<file path="src/rtl/vga_sync_receiver.sv">
// VGA timing receiver: recovers pixel coordinates from HSYNC/VSYNC on pix_ce strobes,
// locks onto the expected line/frame timing and checksums the active pixels of each frame.
module vga_sync_receiver #(
    parameter int unsigned H_ACTIVE    = 640,
    parameter int unsigned H_FRONT     = 16,
    parameter int unsigned H_SYNC      = 96,
    parameter int unsigned H_BACK      = 48,
    parameter int unsigned V_ACTIVE    = 480,
    parameter int unsigned V_FRONT     = 11,
    parameter int unsigned V_SYNC      = 2,
    parameter int unsigned V_BACK      = 31,
    parameter logic        SYNC_ACTIVE = 1'b0
) (
    input  logic        clk,
    input  logic        reset_n,
    input  logic        pix_ce,
    input  logic        hsync,
    input  logic        vsync,
    input  logic [11:0] rgb,
    input  logic        clear_err,
    output logic [9:0]  x,
    output logic [9:0]  y,
    output logic        pixel_valid,
    output logic        frame_start,
    output logic        locked,
    output logic        err_hlen,
    output logic        err_vlen,
    output logic [10:0] line_len,
    output logic [9:0]  frame_lines,
    output logic [23:0] checksum,
    output logic [15:0] frame_count
);

    localparam logic [10:0] H_TOTAL   = 11'(H_ACTIVE + H_FRONT + H_SYNC + H_BACK);
    localparam logic [9:0]  V_TOTAL   = 10'(V_ACTIVE + V_FRONT + V_SYNC + V_BACK);
    localparam logic [10:0] H_START   = 11'(H_SYNC + H_BACK);
    localparam logic [10:0] H_END     = 11'(H_SYNC + H_BACK + H_ACTIVE - 1);
    localparam logic [9:0]  V_START   = 10'(V_SYNC + V_BACK);
    localparam logic [9:0]  V_END     = 10'(V_SYNC + V_BACK + V_ACTIVE - 1);
    localparam logic [10:0] HCNT_MAX  = 11'h7FF;

    localparam logic [1:0] ST_SEARCH = 2'd0;
    localparam logic [1:0] ST_ALIGN  = 2'd1;
    localparam logic [1:0] ST_LOCKED = 2'd2;

    logic [1:0]  state_q, state_d;
    logic        hs_prev_q, hs_prev_d, vs_prev_q, vs_prev_d;
    logic [10:0] hcnt_q, hcnt_d;
    logic [9:0]  vcnt_q, vcnt_d;
    logic        first_line_q, first_line_d;
    logic [23:0] acc_q, acc_d;
    logic [9:0]  x_q, x_d, y_q, y_d;
    logic        pixel_valid_q, pixel_valid_d;
    logic        frame_start_q, frame_start_d;
    logic        err_hlen_q, err_hlen_d, err_vlen_q, err_vlen_d;
    logic [10:0] line_len_q, line_len_d;
    logic [9:0]  frame_lines_q, frame_lines_d;
    logic [23:0] checksum_q, checksum_d;
    logic [15:0] frame_count_q, frame_count_d;

    logic        hs_act, vs_act, hs_edge, vs_edge;
    logic [10:0] line_meas;
    logic        h_bad, h_sat, v_good, checking, set_h, set_v, commit;
    logic        in_active, sample_valid;
    logic [10:0] x_off;
    logic [9:0]  y_off;
    logic [5:0]  pix_sum;

    assign hs_act    = (hsync == SYNC_ACTIVE);
    assign vs_act    = (vsync == SYNC_ACTIVE);
    assign hs_edge   = pix_ce && hs_act && !hs_prev_q;
    assign vs_edge   = pix_ce && vs_act && !vs_prev_q;
    assign hs_prev_d = pix_ce ? hs_act : hs_prev_q;
    assign vs_prev_d = pix_ce ? vs_act : vs_prev_q;

    assign line_meas = hcnt_q + 11'd1;
    assign pix_sum   = {2'b00, rgb[11:8]} + {2'b00, rgb[7:4]} + {2'b00, rgb[3:0]};

    // Counters and the index of the pixel being sampled right now.
    always_comb begin
        hcnt_d = hcnt_q;
        if (hs_edge) begin
            hcnt_d = '0;
        end else if (pix_ce && hcnt_q != HCNT_MAX) begin
            hcnt_d = hcnt_q + 11'd1;
        end

        vcnt_d = vcnt_q;
        if (vs_edge) begin
            vcnt_d = '0;
        end else if (hs_edge) begin
            vcnt_d = vcnt_q + 10'd1;
        end

        line_len_d    = hs_edge ? line_meas : line_len_q;
        frame_lines_d = vs_edge ? vcnt_q : frame_lines_q;
    end

    assign in_active = pix_ce && (hcnt_d >= H_START) && (hcnt_d <= H_END) &&
                       (vcnt_d >= V_START) && (vcnt_d <= V_END);
    assign sample_valid = (state_q == ST_LOCKED) && in_active;
    assign x_off = hcnt_d - H_START;
    assign y_off = vcnt_d - V_START;

    // The line straddling the vsync edge that opened ALIGN is partial, so it is not measured.
    assign h_bad    = hs_edge && !first_line_q && (line_meas != H_TOTAL);
    assign h_sat    = pix_ce && !hs_edge && (hcnt_d == HCNT_MAX);
    assign v_good   = (vcnt_q == V_TOTAL);
    assign checking = (state_q == ST_ALIGN) || (state_q == ST_LOCKED);
    assign set_h    = checking && (h_bad || h_sat);
    assign set_v    = checking && vs_edge && !v_good;

    always_comb begin
        state_d      = state_q;
        first_line_d = first_line_q && !hs_edge;
        commit       = 1'b0;
        case (state_q)
            ST_SEARCH: begin
                if (vs_edge) begin
                    state_d      = ST_ALIGN;
                    first_line_d = 1'b1;
                end
            end
            ST_ALIGN: begin
                if (set_h) begin
                    state_d = ST_SEARCH;
                end else if (vs_edge && v_good) begin
                    state_d = ST_LOCKED;
                end
            end
            ST_LOCKED: begin
                if (set_h || set_v) begin
                    state_d = ST_SEARCH;
                end else if (vs_edge) begin
                    commit = 1'b1;
                end
            end
            default: state_d = ST_SEARCH;
        endcase
    end

    always_comb begin
        acc_d = acc_q;
        if (vs_edge) begin
            acc_d = '0;
        end else if (sample_valid) begin
            acc_d = acc_q + {18'd0, pix_sum};
        end

        checksum_d    = commit ? acc_q : checksum_q;
        frame_count_d = commit ? frame_count_q + 16'd1 : frame_count_q;

        x_d           = x_q;
        y_d           = y_q;
        pixel_valid_d = pixel_valid_q;
        if (pix_ce) begin
            x_d           = in_active ? x_off[9:0] : 10'd0;
            y_d           = in_active ? y_off : 10'd0;
            pixel_valid_d = sample_valid;
        end
        frame_start_d = vs_edge;

        // A new error in the same cycle as clear_err still sets the flag.
        err_hlen_d = set_h || (err_hlen_q && !clear_err);
        err_vlen_d = set_v || (err_vlen_q && !clear_err);
    end

    always_ff @(posedge clk or negedge reset_n) begin
        if (!reset_n) begin
            state_q       <= ST_SEARCH;
            hs_prev_q     <= 1'b0;
            vs_prev_q     <= 1'b0;
            hcnt_q        <= '0;
            vcnt_q        <= '0;
            first_line_q  <= 1'b0;
            acc_q         <= '0;
            x_q           <= '0;
            y_q           <= '0;
            pixel_valid_q <= 1'b0;
            frame_start_q <= 1'b0;
            err_hlen_q    <= 1'b0;
            err_vlen_q    <= 1'b0;
            line_len_q    <= '0;
            frame_lines_q <= '0;
            checksum_q    <= '0;
            frame_count_q <= '0;
        end else begin
            state_q       <= state_d;
            hs_prev_q     <= hs_prev_d;
            vs_prev_q     <= vs_prev_d;
            hcnt_q        <= hcnt_d;
            vcnt_q        <= vcnt_d;
            first_line_q  <= first_line_d;
            acc_q         <= acc_d;
            x_q           <= x_d;
            y_q           <= y_d;
            pixel_valid_q <= pixel_valid_d;
            frame_start_q <= frame_start_d;
            err_hlen_q    <= err_hlen_d;
            err_vlen_q    <= err_vlen_d;
            line_len_q    <= line_len_d;
            frame_lines_q <= frame_lines_d;
            checksum_q    <= checksum_d;
            frame_count_q <= frame_count_d;
        end
    end

    assign x           = x_q;
    assign y           = y_q;
    assign pixel_valid = pixel_valid_q;
    assign frame_start = frame_start_q;
    assign locked      = (state_q == ST_LOCKED);
    assign err_hlen    = err_hlen_q;
    assign err_vlen    = err_vlen_q;
    assign line_len    = line_len_q;
    assign frame_lines = frame_lines_q;
    assign checksum    = checksum_q;
    assign frame_count = frame_count_q;

endmodule

</file>
<file path="config.mk">
export PLATFORM = sky130hd
export DESIGN_NAME = vga_sync_receiver
export DESIGN_NICKNAME = d
export VERILOG_FILES = /design/src/rtl/vga_sync_receiver.sv
export SDC_FILE = /design/constraint.sdc
export NUM_CORES = 1
export LEC_CHECK = 0
export ABC_AREA = 1
export BUFFER_PORTS_ARGS = -buffer_cell sky130_fd_sc_hd__buf_2
export CAP_MARGIN = 20
export CELL_PAD_IN_SITES_DETAIL_PLACEMENT = 0
export CELL_PAD_IN_SITES_GLOBAL_PLACEMENT = 1
export CORE_MARGIN = 2
export CORE_UTILIZATION = 39
export CTS_CLUSTER_DIAMETER = 30
export DETAILED_ROUTE_END_ITERATION = 7
export PLACE_DENSITY_LB_ADDON = 0.1
export SLEW_MARGIN = 20
export SYNTH_ARGS = -nofsm -noshare
export SYNTH_HDL_FRONTEND = slang
export SYNTH_SLANG_ARGS = --single-unit
</file>
<file path="constraint.sdc">
create_clock -name clk -period 3.1 [get_ports clk]
set_input_delay 0.31 -clock clk [delete_from_list [all_inputs] [get_ports clk]]
set_output_delay 0.31 -clock clk [all_outputs]
set_load 0.01 [all_outputs]
</file>
Word-level counts from Yosys, hierarchy flattened
Index checks and enable logic that the tools add are counted.
{"block": "totals", "ff_bits": 135, "output_inout_bits": 86, "wordCells": 93}
{"block": "classes", "magnitude_cmp": 4, "reduce_logical": 35, "addsub": 8, "bitwise_logic": 2, "mux": 18, "n_eq_ne": 9}
{"op": "2-to-1 mux 24 bit", "count": 2}
{"op": "2-to-1 mux 10 bit", "count": 4}
{"op": "adder 24 x 6 -> 24 bit", "count": 1}
{"op": "2-to-1 mux 11 bit", "count": 2}
{"op": "logical AND 1 bit", "count": 21}
{"op": "adder 16 x 1 -> 16 bit, second input constant", "count": 1}
{"op": "adder 11 x 1 -> 11 bit, second input constant", "count": 1}
{"op": "== test 11 bit, second input constant", "count": 1}
{"op": ">= comparator 11 x 8 -> 1 bit, second input constant", "count": 1}
{"op": "less-or-equal comparator 11 x 10 -> 1 bit, second input constant", "count": 1}
{"op": "!= test 11 x 10 -> 1 bit, second input constant", "count": 1}
{"op": "!= test 11 bit, second input constant", "count": 1}
{"op": "adder 10 x 1 -> 10 bit, second input constant", "count": 1}
{"op": "== test 10 bit, second input constant", "count": 1}
{"op": ">= comparator 10 x 6 -> 1 bit, second input constant", "count": 1}
{"op": "less-or-equal comparator 10 bit, second input constant", "count": 1}
{"op": "subtractor 10 x 6 -> 10 bit, second input constant", "count": 1}
{"op": "subtractor 10 x 8 -> 10 bit, second input constant", "count": 1}
{"op": "2-to-1 mux 2 bit", "count": 4}
{"op": "adder 5 x 4 -> 6 bit", "count": 1}
{"op": "logical NOT 1 bit", "count": 6}
{"op": "one-hot mux 2 bit (3 select lines)", "count": 1}
{"op": "adder 4 x 4 -> 5 bit", "count": 1}
{"op": "logical OR 1 bit", "count": 5}
{"op": "10 further kinds", "count": 15}

Longest topological paths before layout
Gate-level depths: netlist of run 1.
{"block": "depth", "ltp_word": 12, "depth_mapped": 22, "mapped_depth_nobuf": 21}

Worst setup path after synthesis of run 1
OpenSTA, ideal clock, no wires.
{"block": "synth_path", "path_kind": "input to register", "from": "input port rgb[1]", "to": "register acc_q[23]", "cell_stages": 17, "required_time_ns": 3.034, "setup_time_ns": 0.066, "path_slack_ns": -0.351, "arrival_time_ns": 3.385, "cell_sequence": "inv_1 > fa_1 > fa_1 > inv_1 > ha_1 > inv_1 > fa_1 > nand3b_1 > nand2_1 > nand2_1 > a21oi_1 > nand2_1 > nor3_1 > nand4_1 > xor2_1 > nand3b_1 > nand2_1"}
{"block": "synth_via", "elab_chain_cells": 4}
{"item": "start, declared", "line_no": "19", "source": "input logic [11:0] rgb,"}
{"item": "adder 5 x 4 -> 6 bit", "line_no": "77", "source": "assign pix_sum = {2'b00, rgb[11:8]} + {2'b00, rgb[7:4]} + {2'b00, rgb[3:0]};"}
{"item": "adder 24 x 6 -> 24 bit", "line_no": "147", "source": "acc_d = acc_q + {18'd0, pix_sum};"}
{"item": "2-to-1 mux 24 bit", "line_no": "146", "source": "end else if (sample_valid) begin"}
{"item": "2-to-1 mux 24 bit", "line_no": "144", "source": "if (vs_edge) begin"}
{"item": "end signal, assigned", "line_no": "176", "source": "acc_q <= '0;"}
{"item": "end signal, assigned", "line_no": "194", "source": "acc_q <= acc_d;"}
{"item": "end, declared", "line_no": "51", "source": "logic [23:0] acc_q, acc_d;"}
No other way between the ends. The select of a mux whose other input is x is not followed.
A chain may end at the register's enable or synchronous reset.

Final worst setup path of run 1
{"block": "layout_path", "from": "input port rgb[1]", "to": "register acc_q[13]"}
Same word-level chain as after synthesis.

==> results of run 1 <==
==> final cells by class <==
type,count,area share (%)
Timing Repair Buffer,164,11.1
Inverter,113,4.54
Clock buffer,22,5.17
Tap cell,265,3.47
Multi-Input combinational cell,668,38.7
Sequential cell,135,35.3
Clock inverter,10,1.74
==> registers in the layout, indices dropped and copies added (netlist names) <==
register and flops:
state_q 2, pixel_valid 1, first_line_q 1, hcnt_q 11
frame_lines 10, err_hlen 1, err_vlen 1, frame_count 16
line_len 11, frame_start 1, y 10, vs_prev_q 1
x 10, vcnt_q 10, hs_prev_q 1, acc_q 24
checksum 24
==> through the flow <==
step           utilization (%)  area (µm²)  setup TNS [ps]  std cells
2_1_floorplan                -        7690            -288        952
3_3_place_gp              45.4        8810           -5630       1341
3_5_place_dp              45.5        8830           -2900       1342
4_1_cts                   49.0        9500               0       1375
5_1_grt                   49.3        9560           -58.4       1377
6_report                  49.3        9560               0       1377
==> repair_timing <==
item | in CTS | in global routing
hold endpoints to repair | 61 | 0
setup buffers | 0 | 2
endpoints found under the setup margin | 0 | 34
hold buffers | 1 | 0
gates resized for setup | 0 | 15
==> Yosys cell counts (all sizes together) <==
| library cell | number | share of area (%) |
|---|---|---|
| fa | 8 | 2.1 |
| nand3b | 17 | 1.7 |
| buf | 23 | 2.0 |
| nand4 | 16 | 1.4 |
| or4 | 1 | 0.098 |
| nor3 | 13 | 0.85 |
| a22o | 1 | 0.11 |
| a21oi | 9 | 0.59 |
| inv | 112 | 5.5 |
| nor4 | 3 | 0.24 |
| dfrtp | 135 | 44 |
| clkbuf | 13 | 0.64 |
| nand3 | 98 | 7.6 |
| o22ai | 1 | 0.082 |
| a31oi | 1 | 0.082 |
| xnor2 | 4 | 0.46 |
| a21boi | 1 | 0.098 |
| o211ai | 1 | 0.098 |
| o21a | 1 | 0.098 |
| clkinv | 1 | 0.049 |
| xor2 | 42 | 4.8 |
| o21ai | 82 | 5.8 |
| or2 | 1 | 0.082 |
| nand2 | 288 | 14 |
| ha | 20 | 3.3 |
| nor2 | 60 | 3.8 |
==> routing by layer <==
| layer | up-vias | part of all wire, % | track usage [%] |
|---|---|---|---|
| met5 | - | 0.037 | 0 |
| met4 | 2 | 1.1 | 4.96 |
| met3 | 17 | 4.0 | 4.21 |
| met2 | 112 | 45 | 32.1 |
| met1 | 3014 | 49 | 26.8 |
| li1 | 3331 | - | - |
==> how the worst min path moves through the flow <==
stage	startpoint	endpoint	slack, ps	cells after the start
6_report	clear_err	err_hlen	90	2
5_1_grt	clear_err	err_hlen	100	2
4_1_cts	clear_err	err_hlen	80	2
3_5_place_dp	reset_n	line_len[10]	360	1
3_3_place_gp	reset_n	line_len[0]	350	1
2_1_floorplan	reset_n	acc_q[0]	10	0
==> power breakdown <==
part	internal, mW	switching (mW)	leakage [nW]
clock	1.46	0.788	0.319
combinational	0.398	0.578	3.12
sequential	1.88	0.0739	1.78
total	3.73	1.44	5.22
==> kinds of logic after synthesis <==
logic type / synth area share (%)
buffers and inverters: 8.25
AO/OA/AOI/OAI: 7.01
flip-flops: 44.1
XOR/XNOR: 5.26
adder cells (fa/ha/maj): 5.36
AND/OR/NAND/NOR: 30.0
==> critical path, cell delays in order <==
cell	delay [ps]
sky130_fd_sc_hd__buf_6	70
sky130_fd_sc_hd__inv_2	30
sky130_fd_sc_hd__fa_1	550
sky130_fd_sc_hd__fa_1	420
sky130_fd_sc_hd__inv_1	70
sky130_fd_sc_hd__ha_2	170
sky130_fd_sc_hd__inv_2	40
sky130_fd_sc_hd__fa_2	360
sky130_fd_sc_hd__nand3b_1	180
sky130_fd_sc_hd__nand2_2	80
sky130_fd_sc_hd__nand2_2	50
sky130_fd_sc_hd__a21oi_2	160
sky130_fd_sc_hd__buf_4	160
sky130_fd_sc_hd__nand2_4	50
sky130_fd_sc_hd__nor2_4	120
sky130_fd_sc_hd__nand2_2	70
sky130_fd_sc_hd__nor2_2	110
sky130_fd_sc_hd__xor2_1	150
sky130_fd_sc_hd__nand3_1	80
sky130_fd_sc_hd__nand2_1	70
==> report_table.html, run 1 <==
<table>
<tr><th>Metric</th><th>Value</th></tr>
<tr><th colspan="2">Status</th></tr>
<tr><td>Result of the run</td><td>completed</td></tr>
<tr><th colspan="2">STA</th></tr>
<tr><td>Final hold violation count</td><td>0</td></tr>
<tr><td>Minimum clock period after layout</td><td>roughly 2900 ps</td></tr>
<tr><td>Worst hold margin</td><td>90.0 ps</td></tr>
<tr><td>Maximum clock frequency</td><td>between 0.3 and 0.4 GHz</td></tr>
<tr><td>Setup WS post-layout</td><td>159 ps</td></tr>
<tr><td>Final worst path period share</td><td>a little over nine tenths</td></tr>
<tr><td>Final worst clock skew</td><td>9.96 ps</td></tr>
<tr><td>Unrepaired setup endpoints after global routing</td><td>true</td></tr>
<tr><td>Max Transition Viols Final</td><td>0</td></tr>
<tr><td>Worst Max-Slew Pin Slew</td><td>between 600 and 700 ps</td></tr>
<tr><td>Number of setup violations in the final report</td><td>0</td></tr>
<tr><td>Headroom to the max-slew limit</td><td>a little under three fifths</td></tr>
<tr><th colspan="2">Synth</th></tr>
<tr><td>Nets in the synthesized netlist</td><td>between 900 and 1000</td></tr>
<tr><td>Mean Syn Cell Area</td><td>between 8 and 9 µm²</td></tr>
<tr><td>Synthesized netlist cell count</td><td>approximately 950</td></tr>
<tr><td>Area of the mapped netlist</td><td>around 7700 µm²</td></tr>
<tr><td>Share of synthesized area occupied by flip-flops and latches</td><td>44.1%</td></tr>
<tr><td>Library cells used by synthesis</td><td>40</td></tr>
<tr><td>Warnings, synthesis</td><td>0</td></tr>
<tr><td>Flip-flop and latch count after synthesis</td><td>around 140</td></tr>
<tr><th colspan="2">Cells and area</th></tr>
<tr><td>Total inserted antenna cells</td><td>0</td></tr>
<tr><td>Leading cell type in the layout, fill and taps excluded</td><td>sky130_fd_sc_hd__nand2_1</td></tr>
<tr><td>Area occupied by registers</td><td>3380 µm²</td></tr>
<tr><td>Multi-input combinational cell area</td><td>3700 µm²</td></tr>
<tr><td>Number of fill cells</td><td>1995</td></tr>
<tr><td>Fraction of layout instances using a drive strength above 1</td><td>23.5%</td></tr>
<tr><td>Area growth from synthesis to layout</td><td>24.8%</td></tr>
<tr><td>Nets</td><td>approximately 1100</td></tr>
<tr><td>Commonest cells after routing, fill and taps aside</td><td>276 x sky130_fd_sc_hd__nand2_1, 135 x sky130_fd_sc_hd__dfrtp_1, 102 x sky130_fd_sc_hd__inv_1, 100 x sky130_fd_sc_hd__buf_2, 84 x sky130_fd_sc_hd__nand3_1</td></tr>
<tr><th colspan="2">Power</th></tr>
<tr><td>Leakage power summed over all cells</td><td>5.22 nW</td></tr>
<tr><td>Power density normalized to cell area</td><td>541 nW/µm²</td></tr>
<tr><td>Maximum resistive drop on vdd</td><td>roughly 400 µV</td></tr>
<tr><td>Total power after layout</td><td>between 5 and 6 mW</td></tr>
<tr><th colspan="2">Critical path</th></tr>
<tr><td>Worst reg2reg endpoint</td><td>acc_q[13]</td></tr>
<tr><td>Setup slack of the worst register-to-register path</td><td>200 ps</td></tr>
<tr><td>Worst path arrival time</td><td>around 3300 ps</td></tr>
<tr><td>Data required, critical path</td><td>3450 ps</td></tr>
<tr><td>Maximum net fanout on the critical path</td><td>3</td></tr>
<tr><td>Capturing element type of the critical path</td><td>flip-flop</td></tr>
<tr><td>Timing startpoint of the critical path</td><td>rgb[1]</td></tr>
<tr><td>Nature of the critical path startpoint</td><td>primary input</td></tr>
<tr><td>Startpoint-to-endpoint class of the critical path</td><td>primary input to flip-flop</td></tr>
<tr><td>End point of the critical path</td><td>acc_q[13]</td></tr>
<tr><td>R2R depth</td><td>18</td></tr>
<tr><td>Worst flop-to-flop path startpoint</td><td>acc_q[1]</td></tr>
<tr><th colspan="2">Hold path</th></tr>
<tr><td>Worst hold path class</td><td>primary input to flip-flop</td></tr>
<tr><th colspan="2">Global route</th></tr>
<tr><td>All-layer global routing usage</td><td>between 15 and 20%</td></tr>
<tr><td>Largest net degree at the start of global routing</td><td>64</td></tr>
<tr><td>Via count of the first global-routing pass</td><td>~6400</td></tr>
<tr><td>Overall overflow remaining after global route</td><td>0</td></tr>
<tr><td>Initial antenna violation count</td><td>1</td></tr>
<tr><td>Wire length of the first global-routing pass</td><td>32100 µm</td></tr>
<tr><th colspan="2">Route</th></tr>
<tr><td>Residual DRC</td><td>0</td></tr>
<tr><td>Average wire per standard cell</td><td>~14 µm</td></tr>
<tr><td>Antenna viol nets, final</td><td>0</td></tr>
<tr><td>Initial DRT Pass Iterations</td><td>5</td></tr>
<tr><td>Vias</td><td>6476</td></tr>
<tr><td>Number of DRC markers in iteration 0</td><td>between 300 and 400</td></tr>
<tr><td>Total wirelength of the detailed-routed design</td><td>19100 µm</td></tr>
<tr><td>DR vias/cell</td><td>roughly 4.7</td></tr>
<tr><th colspan="2">Die</th></tr>
<tr><td>Core area</td><td>19400 µm²</td></tr>
<tr><td>Area of the die</td><td>~21000 µm²</td></tr>
<tr><td>Die Width</td><td>roughly 140 µm</td></tr>
<tr><td>I/O Pins</td><td>approximately 100</td></tr>
<tr><td>Number of placement rows</td><td>51</td></tr>
<tr><td>Initial cell density of the core</td><td>between 30% and 40%</td></tr>
<tr><td>Die height</td><td>144 µm</td></tr>
<tr><th colspan="2">Place</th></tr>
<tr><td>Weighted congestion reported at the end of routability-driven placement</td><td>slightly above 0.8</td></tr>
<tr><td>IO Port Bufs</td><td>103</td></tr>
<tr><td>Sum of net half-perimeters after detailed placement</td><td>13600 µm</td></tr>
<tr><td>Worst slack, placed</td><td>-372 ps</td></tr>
<tr><th colspan="2">Clock network</th></tr>
<tr><td>TritonCTS clock tree</td><td>yes</td></tr>
<tr><td>Maximum level of the CTS H-tree</td><td>4</td></tr>
<tr><td>Clock tree root driver cell</td><td>sky130_fd_sc_hd__clkbuf_16</td></tr>
<tr><td>Number of sinks handled by clock tree synthesis</td><td>135</td></tr>
<tr><td>Clock-pin slew on the worst setup and hold paths</td><td>~60 ps</td></tr>
<tr><td>Later-pin clock latency in the skew report</td><td>between 400 and 500 ps</td></tr>
<tr><td>Number of buffers created by CTS</td><td>17</td></tr>
<tr><td>Number of buffers on the longest clock path</td><td>2</td></tr>
<tr><th colspan="2">Flow run</th></tr>
<tr><td># Max-Cap Violations</td><td>0</td></tr>
</table>
Power figures use the tool's default switching activity.
==> run 2, diff against run 1 <==
--- a/config.mk
+++ b/config.mk
@@ -13,8 +13,10 @@
 export CORE_MARGIN = 2
 export CORE_UTILIZATION = 39
 export CTS_CLUSTER_DIAMETER = 30
+export CTS_CLUSTER_SIZE = 30
 export DETAILED_ROUTE_END_ITERATION = 7
 export PLACE_DENSITY_LB_ADDON = 0.1
+export SETUP_SLACK_MARGIN = 0.5
 export SLEW_MARGIN = 20
 export SYNTH_ARGS = -nofsm -noshare
 export SYNTH_HDL_FRONTEND = slang
==> report_table.html, run 2 (synthesis gave the netlist of run 1 again) <==
<table>
<tr><th>Metric</th><th>Value</th></tr>
<tr><th colspan="2">STA</th></tr>
<tr><td>Max Transition Viols Final</td><td>0 (unchanged)</td></tr>
<tr><td>Number of setup violations in the final report</td><td>0 (unchanged)</td></tr>
<tr><td>Unrepaired setup endpoints after global routing</td><td>true (unchanged)</td></tr>
<tr><td>Setup WS post-layout</td><td>160 ps (was 159 ps)</td></tr>
<tr><td>Final worst path period share</td><td>94.8% (was 94.9%)</td></tr>
<tr><td>Worst Max-Slew Pin Slew</td><td>689 ps (was 670 ps)</td></tr>
<tr><td>Worst hold margin</td><td>62.9 ps (was 90.0 ps)</td></tr>
<tr><td>Final hold violation count</td><td>0 (unchanged)</td></tr>
<tr><td>Minimum clock period after layout</td><td>2940 ps (about the same)</td></tr>
<tr><td>Maximum clock frequency</td><td>0.340 GHz (about the same)</td></tr>
<tr><td>Headroom to the max-slew limit</td><td>54.1% (was 55.3%)</td></tr>
<tr><td>Final worst clock skew</td><td>7.43 ps (was 9.96 ps)</td></tr>
<tr><th colspan="2">Place</th></tr>
<tr><td>Sum of net half-perimeters after detailed placement</td><td>13800 µm (was 13600 µm)</td></tr>
<tr><td>Weighted congestion reported at the end of routability-driven placement</td><td>0.785 (was 0.807)</td></tr>
<tr><td>IO Port Bufs</td><td>103 (unchanged)</td></tr>
<tr><td>Worst slack, placed</td><td>-368 ps (was -372 ps)</td></tr>
<tr><th colspan="2">Die</th></tr>
<tr><td>Core area</td><td>19400 µm² (unchanged)</td></tr>
<tr><td>I/O Pins</td><td>104 (unchanged)</td></tr>
<tr><td>Die height</td><td>144 µm (unchanged)</td></tr>
<tr><td>Area of the die</td><td>20800 µm² (unchanged)</td></tr>
<tr><td>Number of placement rows</td><td>51 (unchanged)</td></tr>
<tr><td>Initial cell density of the core</td><td>39.5% (unchanged)</td></tr>
<tr><td>Die Width</td><td>144 µm (unchanged)</td></tr>
<tr><th colspan="2">Clock network</th></tr>
<tr><td>Later-pin clock latency in the skew report</td><td>420 ps (about the same)</td></tr>
<tr><td>Clock-pin slew on the worst setup and hold paths</td><td>60 ps (about the same)</td></tr>
<tr><td>Maximum level of the CTS H-tree</td><td>4 (unchanged)</td></tr>
<tr><td>TritonCTS clock tree</td><td>yes (unchanged)</td></tr>
<tr><td>Number of buffers on the longest clock path</td><td>2 (unchanged)</td></tr>
<tr><td>Number of sinks handled by clock tree synthesis</td><td>135 (unchanged)</td></tr>
<tr><td>Clock tree root driver cell</td><td>sky130_fd_sc_hd__clkbuf_16 (unchanged)</td></tr>
<tr><td>Number of buffers created by CTS</td><td>17 (unchanged)</td></tr>
<tr><th colspan="2">Power</th></tr>
<tr><td>Leakage power summed over all cells</td><td>5.86 nW (was 5.22 nW)</td></tr>
<tr><td>Power density normalized to cell area</td><td>472 nW/µm² (was 541 nW/µm²)</td></tr>
<tr><td>Total power after layout</td><td>5.08 mW (was 5.17 mW)</td></tr>
<tr><td>Maximum resistive drop on vdd</td><td>414 µV (was 404 µV)</td></tr>
<tr><th colspan="2">Cells and area</th></tr>
<tr><td>Nets</td><td>1187 (was 1145)</td></tr>
<tr><td>Commonest cells after routing, fill and taps aside</td><td>220 x sky130_fd_sc_hd__nand2_1, 135 x sky130_fd_sc_hd__dfrtp_1, 99 x sky130_fd_sc_hd__buf_2, 97 x sky130_fd_sc_hd__inv_1, 76 x sky130_fd_sc_hd__nand3_1 (was 276 x sky130_fd_sc_hd__nand2_1, 135 x sky130_fd_sc_hd__dfrtp_1, 102 x sky130_fd_sc_hd__inv_1, 100 x sky130_fd_sc_hd__buf_2, 84 x sky130_fd_sc_hd__nand3_1)</td></tr>
<tr><td>Area growth from synthesis to layout</td><td>40.5% (was 24.8%)</td></tr>
<tr><td>Fraction of layout instances using a drive strength above 1</td><td>34.9% (was 23.5%)</td></tr>
<tr><td>Leading cell type in the layout, fill and taps excluded</td><td>sky130_fd_sc_hd__nand2_1 (unchanged)</td></tr>
<tr><th colspan="2">Flow run</th></tr>
<tr><td># Max-Cap Violations</td><td>0 (unchanged)</td></tr>
<tr><th colspan="2">Hold path</th></tr>
<tr><td>Critical hold path startpoint</td><td>clear_err (unchanged)</td></tr>
<tr><td>Hold EP</td><td>err_hlen (unchanged)</td></tr>
<tr><td>Worst hold path class</td><td>primary input to flip-flop (unchanged)</td></tr>
<tr><td>Number of cells on the worst hold path</td><td>2 (unchanged)</td></tr>
<tr><th colspan="2">Status</th></tr>
<tr><td>Result of the run</td><td>completed (unchanged)</td></tr>
<tr><th colspan="2">Global route</th></tr>
<tr><td>Wire length of the first global-routing pass</td><td>33200 µm (was 32100 µm)</td></tr>
<tr><td>Via count of the first global-routing pass</td><td>6534 (was 6354)</td></tr>
<tr><td>Initial antenna violation count</td><td>0 (was 1)</td></tr>
<tr><td>Overall overflow remaining after global route</td><td>0 (unchanged)</td></tr>
<tr><td>All-layer global routing usage</td><td>20.3% (was 19.7%)</td></tr>
<tr><td>Largest net degree at the start of global routing</td><td>71 (was 64)</td></tr>
<tr><th colspan="2">Critical path</th></tr>
<tr><td>R2R depth</td><td>16 (was 18)</td></tr>
<tr><td>Capturing element type of the critical path</td><td>flip-flop (unchanged)</td></tr>
<tr><td>Worst flop-to-flop path startpoint</td><td>acc_q[1] (unchanged)</td></tr>
<tr><td>Setup slack of the worst register-to-register path</td><td>190 ps (was 200 ps)</td></tr>
<tr><td>Maximum net fanout on the critical path</td><td>3 (unchanged)</td></tr>
<tr><td>Worst reg2reg endpoint</td><td>acc_q[21] (was acc_q[13])</td></tr>
<tr><td>Nature of the critical path startpoint</td><td>primary input (unchanged)</td></tr>
<tr><td>Worst path arrival time</td><td>3300 ps (about the same)</td></tr>
<tr><td>Data required, critical path</td><td>3460 ps (was 3450 ps)</td></tr>
<tr><td>Startpoint-to-endpoint class of the critical path</td><td>primary input to flip-flop (unchanged)</td></tr>
<tr><th colspan="2">Route</th></tr>
<tr><td>DR vias/cell</td><td>4.83 (was 4.70)</td></tr>
<tr><td>Number of DRC markers in iteration 0</td><td>392 (was 311)</td></tr>
<tr><td>Initial DRT Pass Iterations</td><td>4 (was 5)</td></tr>
<tr><td>Antenna viol nets, final</td><td>0 (unchanged)</td></tr>
<tr><td>Vias</td><td>6848 (was 6476)</td></tr>
<tr><td>Total wirelength of the detailed-routed design</td><td>21900 µm (was 19100 µm)</td></tr>
<tr><td>Average wire per standard cell</td><td>15.4 µm (was 13.9 µm)</td></tr>
<tr><td>Residual DRC</td><td>0 (unchanged)</td></tr>
</table>
[run 2: cell types whose count changed in the layout (fill, tap and decap cells not counted), sizes merged]
cell	previous run	this run
buf	163	197
bufinv	4	3
diode	0	1
clkinv	5	6
clkinvlp	2	3
clkbuf	22	25
inv	112	113
[run 2: layer usage]
layer,GRT usage [%],vias to the layer above,routed length (µm)
met5,0,-,0
met4,5.52,0,193
met3,4.07,16,892
met2,32.1,135,10300
met1,28.6,3268,10500
li1,-,3429,-
[run 2: worst max-delay path by stage]
stage                     slack [ps]    from        end
after detailed placement        -370  rgb[9]  acc_q[21]
final                            160  rgb[1]  acc_q[21]
after global routing             -20  rgb[1]  acc_q[21]
after global placement          -330  rgb[9]  acc_q[21]
after floorplan                 -140  rgb[9]  acc_q[23]
after CTS                        150  rgb[1]  acc_q[13]
[run 2: area by class of cell]
class                      instances  area [µm²]
fill                            1835        8640
multi-input combinational        668        4220
sequential                       135        3380
timing repair buffer             203        1760
clock buffer                      20         457
inverter                         113         449
tap                              265         332
clock inverter                     9         128
timing repair inverter             3        38.8
antenna                            1        2.50
[run 2: where the power goes]
group	internal (mW)	switching [mW]
clock network	1.29	0.751
logic	0.435	0.639
registers	1.88	0.0948
total	3.60	1.49
[run 2: repair_timing]
action,in CTS,in global routing
pin swaps,39,41
setup buffers,31,19
hold endpoints to repair,67,0
hold buffers,1,0
gates cloned,7,10
setup endpoints to repair,86,86
gates resized for setup,84,127
[run 2: stage by stage]
step | setup TNS (ps) | cell area, µm² | util (%) | std cells
after floorplan | -284 | 7760 | - | 952
after global placement | -2080 | 8690 | 44.8 | 1319
after detailed placement | -2540 | 8690 | 44.8 | 1319
after CTS | 0 | 10000 | 51.5 | 1387
after global routing | -18.1 | 10800 | 55.5 | 1416
final | 0 | 10800 | 55.5 | 1417
[run 2: worst max-delay path, stage by stage]
cell                       delay, ps
sky130_fd_sc_hd__buf_6            70
sky130_fd_sc_hd__inv_2            30
sky130_fd_sc_hd__fa_1            550
sky130_fd_sc_hd__fa_1            410
sky130_fd_sc_hd__inv_1            70
sky130_fd_sc_hd__ha_2            180
sky130_fd_sc_hd__inv_2            40
sky130_fd_sc_hd__fa_2            330
sky130_fd_sc_hd__nand3b_1        160
sky130_fd_sc_hd__nand2_1          80
sky130_fd_sc_hd__nand2_2          80
sky130_fd_sc_hd__a21oi_4         180
sky130_fd_sc_hd__nand2_2         100
sky130_fd_sc_hd__nor3_4          200
sky130_fd_sc_hd__nand3_1         100
sky130_fd_sc_hd__xor2_1          170
sky130_fd_sc_hd__nand3b_1        160
sky130_fd_sc_hd__nand2_1          70
